File: config.mk
export PLATFORM = sky130hd
export DESIGN_NAME = scan_data_path
export DESIGN_NICKNAME = d
export VERILOG_FILES = /design/src/rtl/scan_data_path.sv
export SDC_FILE = /design/constraint.sdc
export NUM_CORES = 1
export LEC_CHECK = 0
export CAP_MARGIN = 10
export CORE_MARGIN = 1
export CORE_UTILIZATION = 47
export DETAILED_ROUTE_END_ITERATION = 8
export PLACE_DENSITY = 0.77
export SYNTH_ARGS = -nofsm -noshare
export SYNTH_HDL_FRONTEND = slang
export SYNTH_SLANG_ARGS = --single-unit
File: constraint.sdc
create_clock -name clk -period 2.4 [get_ports clk]
set_clock_uncertainty 0.05 [all_clocks]
set_input_delay 0.24 -clock clk [delete_from_list [all_inputs] [get_ports clk]]
set_output_delay 0.24 -clock clk [all_outputs]
set_load 0.05 [all_outputs]
File: src/rtl/scan_data_path.sv
// scan_data_path: bit-scan datapath with its own start/busy/done sequencer.
//
// An accepted start loads x into y. The scan index s then walks across y with
// a fixed stride, ascending from 0 or descending from W-1. On every visited
// bit that is 1, y is updated by the selected operation.
//
// Parameters
//   W   data width of x/y (>= 2)
//   SW  width of bit index s and of step
//
// Ports
//   clk    clock; all state changes on posedge
//   rst    synchronous reset, active-high; aborts any scan in progress
//   start  command strobe; accepted only in IDLE
//   x      operand, loaded into y when start is accepted
//   op     update applied on a 1-bit: 0 hold, 1 y+1, 2 y+s, 3 y-s
//   step   index stride; a stride of 0 is treated as 1
//   dir    0: s ascends from 0; 1: s descends from W-1
//   busy   high in every scan cycle
//   done   one-cycle pulse after the last scan cycle
//   y      data register
//   s      current bit index
//   b      y[s], combinational
//   hits   (SCAN_COUNT_EN only) number of scan cycles with b=1 in the current scan
//
// Build option: define SCAN_COUNT_EN to add the hits counter and port.
module scan_data_path #(
  parameter int W  = 8,
  parameter int SW = $clog2(W)
) (
  input  logic          clk,
  input  logic          rst,
  input  logic          start,
  input  logic [W-1:0]  x,
  input  logic [1:0]    op,
  input  logic [SW-1:0] step,
  input  logic          dir,
  output logic          busy,
  output logic          done,
  output logic [W-1:0]  y,
  output logic [SW-1:0] s,
  output logic          b
`ifdef SCAN_COUNT_EN
  ,
  output logic [SW:0]   hits
`endif
);

  typedef enum logic [1:0] {IDLE, SCAN, DONE} state_t;

  state_t        state;
  logic [1:0]    op_r;
  logic [SW-1:0] step_r;
  logic          dir_r;

  logic [W-1:0]  s_ext;
  logic [W-1:0]  y_upd;
  logic [SW:0]   s_up;
  logic          last;

  assign b = y[s];

  always_comb begin
    s_ext = W'(s);
    y_upd = y;
    case (op_r)
      2'd0: y_upd = y;
      2'd1: y_upd = y + W'(1);
      2'd2: y_upd = y + s_ext;
      2'd3: y_upd = y - s_ext;
      default: y_upd = y;
    endcase
    // The next index is formed one bit wider, so the end of the scan is detected
    // before s could wrap.
    s_up = {1'b0, s} + {1'b0, step_r};
    if (dir_r)
      last = (s < step_r);
    else
      last = (s_up > (SW+1)'(W-1));
  end

  always_ff @(posedge clk) begin
    if (rst) begin
      state  <= IDLE;
      y      <= '0;
      s      <= '0;
      busy   <= 1'b0;
      done   <= 1'b0;
      op_r   <= '0;
      step_r <= SW'(1);
      dir_r  <= 1'b0;
`ifdef SCAN_COUNT_EN
      hits   <= '0;
`endif
    end else begin
      case (state)
        IDLE: begin
          done <= 1'b0;
          if (start) begin
            y      <= x;
            s      <= dir ? SW'(W-1) : '0;
            op_r   <= op;
            step_r <= (step == '0) ? SW'(1) : step;
            dir_r  <= dir;
            busy   <= 1'b1;
            state  <= SCAN;
`ifdef SCAN_COUNT_EN
            hits   <= '0;
`endif
          end
        end
        SCAN: begin
          if (b) begin
            y <= y_upd;
`ifdef SCAN_COUNT_EN
            hits <= hits + (SW+1)'(1);
`endif
          end
          if (last) begin
            busy  <= 1'b0;
            done  <= 1'b1;
            state <= DONE;
          end else begin
            s <= dir_r ? (s - step_r) : s_up[SW-1:0];
          end
        end
        DONE: begin
          done  <= 1'b0;
          state <= IDLE;
        end
        default: begin
          busy  <= 1'b0;
          done  <= 1'b0;
          state <= IDLE;
        end
      endcase
    end
  end

endmodule

* After elaboration in Yosys (flattened, before gate mapping) *
Cells that the tools add are included.

word-level totals
  input port bits = 17
  register bits after elaboration = 21
  logic and storage cells = 57

operators by class
  reductions and logical operators = 10
  bitwise logic cells = 2
  order comparisons = 3
  mux-type cells = 19
  equal/unequal tests = 10
  add/subtract/negate cells = 5

operators by type and width
  kind                   number
  $pmux W8 S3            1
  $mux W8                2
  $pmux W8 S2            1
  $mux W3                5
  $ne A2 B2 Y1 const B   5
  $add A8 B1 Y8 const B  1
  $add A8 B3 Y8          1
  $sub A8 B3 Y8          1
  $eq A2 B2 Y1 const B   3
  $pmux W3 S2            1
  $reduce_and A3 Y1      2
  $add A3 B3 Y4          1
  $eq A2 B1 Y1 const B   2
  $gt A4 B3 Y1 const B   1
  $logic_not A2 Y1       2
  $lt A3 B4 Y1 const B   1
  $mux W1                4
  $mux W2                2
  $pmux W2 S2            1
  $reduce_and A2 Y1      2
  $reduce_and A4 Y1      1
  $bmux W1 S3            1
  $logic_not A3 Y1       1
  $lt A3 B3 Y1           1
  5 further kinds        6

* Logic depth before layout (Yosys ltp) *
  depth after elaboration = 5
  gate-level depth with buffers = 12
  gate-level depth less buffers = 12

* Worst setup path before layout *
No wires, ideal clock.

  path kind = register to register
  start point = register s[1]
  end point = register y[6]
  setup slack = -695 ps
  stages on the path, launching flop included = 13
  library setup time = 86 ps
  period minus slack after synthesis = 3,095 ps
  buffers on the path = 0
  arrival = 2,959 ps
  path through = dfxtp_1 inv_1 ha_1 ha_1 mux2i_1 and2_1 ha_1 nor2b_1 o31a_1 o21a_1 o21ai_0 nand3b_1 a211oi_1

on the way
  cells in the longest elaborated chain, start to end = 4
  elaborated cells on any way between the ends = 9

RTL lines
  element                                           RTL line  text
  from (decl)                                       41        output logic [SW-1:0] s,
  from (signal assigned)                            101       s <= dir ? SW'(W-1) : '0;
  from (signal assigned)                            124       s <= dir_r ? (s - step_r) : s_up[SW-1:0];
  $sub A8 B3 Y8 (tied with other cells)             70        2'd3: y_upd = y - s_ext;
  $pmux W8 S3 or $mux W1 (tied branches)            66, 61
  $mux W8 or $ne A2 B2 Y1 (tied branches)           -
  $pmux W8 S2 or $reduce_and A4 Y1 (tied branches)  -
  to (signal assigned)                              114       y <= y_upd;
  to (decl)                                         40        output logic [W-1:0] y,

Several ways; a longest one is shown, not always the timed one. The select of a mux whose other input is x is not followed.
A chain may end at the register's enable or synchronous reset.

* Final worst setup path *
  start point = register s[0]
  end point = register y[7]

Same word-level chain as after synthesis.

==> flow_summary.ini <==
[sta]
fmax_ghz = 0.406
setup_violations = 2
layout_setup_ws_ns = -0.0612
slew_viol_final = 0
fin_crit_sh_pct = 103
worst_pin_slew_ns = 0.501
fin_crit_ns = 2.46
rsz0062_at_grt = true
hold_viol_final = 0
max_slew_margin_pct = 66.5

[status]
outcome = finished, violations left
violations = negative setup slack

[routing]
first_pass_iters = 4
route.vias.total = 1461
drt-vias-per-instance = 5.29
antenna_left = 0
drt_iter0_drc = 76
finalWirelength_um = 3700
drc = 0
wl_per_cell_um = 13.4

[final_layout]
n_antenna_cell = 0
final_area_um2 = 2100
regArea_um2 = 429
nFillCells = 271
multi_input_area_um2 = 1140
area_growth_pct = 32.8
finish.net_count = 268
final_layout_size_suffix_gt1_share_pct = 17.7

[hold_path]
min_path_type = in -> reg
min_to = op_r[1]
hp-start = op[1]
hold_path_depth = 3

[placement]
gp_congestion = 0.858
port_buffers = 30
hpwl_um = 2700
placed_area_um2 = 1990
pre_cts_slack_ns = -0.0614

[synth]
synth_cells = 194
seq_area_frac_synth_pct = 26.6
postSynthNetCount = 229
yosysUniqueCellTypes = 38
synthSimpleGateAreaFrac_pct = 20.0
synthMuxAreaShare_pct = 6.10
synth_compound_area_share_pct = 23.0
synthXorXnorAreaFrac_pct = 2.22
synthAdderAreaFrac_pct = 15.7
synth-seq-cells = 21
synth_area_um2 = 1580
synth_top_family_by_area = compound AO/OA/AOI/OAI gates
yosysWarnings = 0
syn_avg_cell_area_um2 = 8.15

[floorplanning]
coreArea_um2 = 3130
die_area_um2 = 3600
die_h_um = 60.0
chipWidth_um = 60.0
num_io_pins = 31
start_util_pct = 50.5
num_rows = 20

[clock_tree]
clk_latency_ns = 0.32
clk_pin_slew_ns = 0.13
cts_inserted_buffers = 3
cts-htree-levels = 1
clk_path_buf_depth = 2
clock_sinks = 21
cts_tree = yes
cts_root_buf = clkbuf_4
cts_hold_buffers = 0

[setup_path]
cp.depth = 13
crit_family = compound AO/OA/AOI/OAI gates
arrival_ns = 2.66
worstReg2RegStart = s[0]
cp_common_cell = ha_4
r2r-end = y[7]
path_cells = inv_2, ha_4, ha_4, mux2i_1, and2_4, ha_4, buf_6, o211ai_1, a21o_1, a31oi_4, xnor2_2, o31ai_2, o2bb2ai_1
required_ns = 2.60
worstSetupStartpointType = flip-flop
end_kind = flip-flop
critical_path.max_fanout = 2
slowest_stage = dfxtp_4
reg2reg_depth = 13
crit_type = reg -> reg
r2r_slack_ns = -0.06
cp_num_buf_inv = 2
cpPeakStageDelay_ns = 0.37

[grt]
grt_pass1_wl_um = 6170
grt_usage_pct = 22.7
grt_pass1_vias = 1351
antenna_found_initial = 0
grt.overflow.total = 0
grt_max_degree = 23

[pwr]
swShare_pct = 40.8
clkPwrFrac_pct = 15.9
vdd_drop_max_mv = 0.297
p_int_uw = 690
seq_power_share_pct = 35.9
p_per_area_nw_per_um2 = 556
p_leak_nw = 0.827
combPwrFrac_pct = 48.2
design_power_total_mw = 1.17
power_switching_uw = 476

[run]
drv_cap = 0
worst max path at each step:
stage               start   end
floorplan            s[1]  y[6]
global placement     s[0]  y[6]
detailed placement   s[0]  y[6]
CTS                  s[1]  y[7]
global route         s[1]  y[7]
finish               s[0]  y[7]
synth_stat cells, drive strengths merged:
master   number  area share, %
a31oi         1           0.40
nand3b        2           0.95
nand3         2           0.63
o21a          7            3.3
a21oi        23            7.3
fa            3            3.8
o21ai         9            2.9
xor2          1           0.55
nor3          6            2.2
or2           1           0.55
o31ai         1           0.48
o31a          1           0.55
ha           15             12
nor4          1           0.40
or3           1           0.40
a211oi        6            4.1
o211ai        1           0.48
a311oi        3            2.5
clkbuf        4           0.95
nor2b         3            1.2
inv          13            3.1
mux2i         4            2.8
dfxtp        21             27
a21o          1           0.48
o2bb2ai       1           0.55
nand2b        5            2.0
mux4          2            3.3
buf           5            2.4
nor2         23            5.5
and2          2           0.79
nand2        23            5.5
xnor2         3            1.7
registers in the layout (all words and copies together), names as in the netlist:
name and cells:
busy 1, done 1, y 8, state 2
s 3, op_r 2, step_r 3, dir_r 1
worst min-delay path, cell delays in order:
cell	delay (ns)
clkdlybuf4s50_1	0.40
nand2_1	0.05
a21oi_1	0.05
cell families after synthesis:
| kind of cell | after synthesis |
|---|---|
| mux | 6 |
| fa+ha+maj | 18 |
| compound gates | 54 |
| simple gates | 69 |
| flops | 21 |
| buf+inv | 22 |
| xor+xnor | 4 |
through the flow:
stage / util, % / cells / setup TNS [ns] / hold WS [ns]
2_1_floorplan: - / 194 / -0.132 / 0.326
3_3_place_gp: 63.5 / 270 / 0 / 0.404
3_5_place_dp: 63.5 / 270 / -0.118 / 0.406
4_1_cts: 65.6 / 275 / -0.103 / 0.402
5_1_grt: 67.1 / 276 / -0.625 / 0.381
6_report: 67.1 / 276 / -0.0918 / 0.400
timing repair:
action                                  4_1_cts  5_1_grt
gates resized for setup                       6        7
endpoints found under the setup margin        3        5
setup buffers                                 1        1
pin swaps                                     8        5
layout by cell type (no fill, tap or decap), types with 3 or more instances in the layout:
cell	instances
clkdlybuf4s50_1	29
nand2_1	23
a21oi_1	23
nor2_1	23
dfxtp_1	18
buf_4	13
ha_1	12
inv_1	11
o21a_1	7
o21ai_0	7
a211oi_2	6
nor3_1	5
nand2b_1	5
mux2i_1	3
nor2b_1	3
fa_1	3
ha_4	3
clkbuf_4	3
routing by layer:
layer	wire length [µm]	global-route usage [%]	vias up	share of wire, %
li1	-	-	751	-
met1	1870	33.4	664	50
met2	1620	34.0	41	44
met3	165	2.60	5	4.5
met4	51	8.31	0	1.4
met5	0	0	-	0
cell type report:
| type | instances | share of cell area [%] |
|---|---|---|
| Clock inverter | 1 | 0.239 |
| Multi-Input combinational cell | 151 | 54.1 |
| Inverter | 13 | 2.44 |
| Tap cell | 44 | 2.62 |
| Timing Repair Buffer | 43 | 19.0 |
| Sequential cell | 21 | 20.5 |
| Clock buffer | 3 | 1.07 |
power groups by stage:
stage / clock, mW / sequential [mW] / combinational, mW
after floorplan: 0 / 0.507 / 0.290
after global placement: 0 / 0.427 / 0.522
after detailed placement: 0 / 0.427 / 0.527
after CTS: 0.188 / 0.419 / 0.552
after global routing: 0.215 / 0.425 / 0.620
final: 0.185 / 0.419 / 0.562
Note: power is estimated with default switching activity, not from simulation.
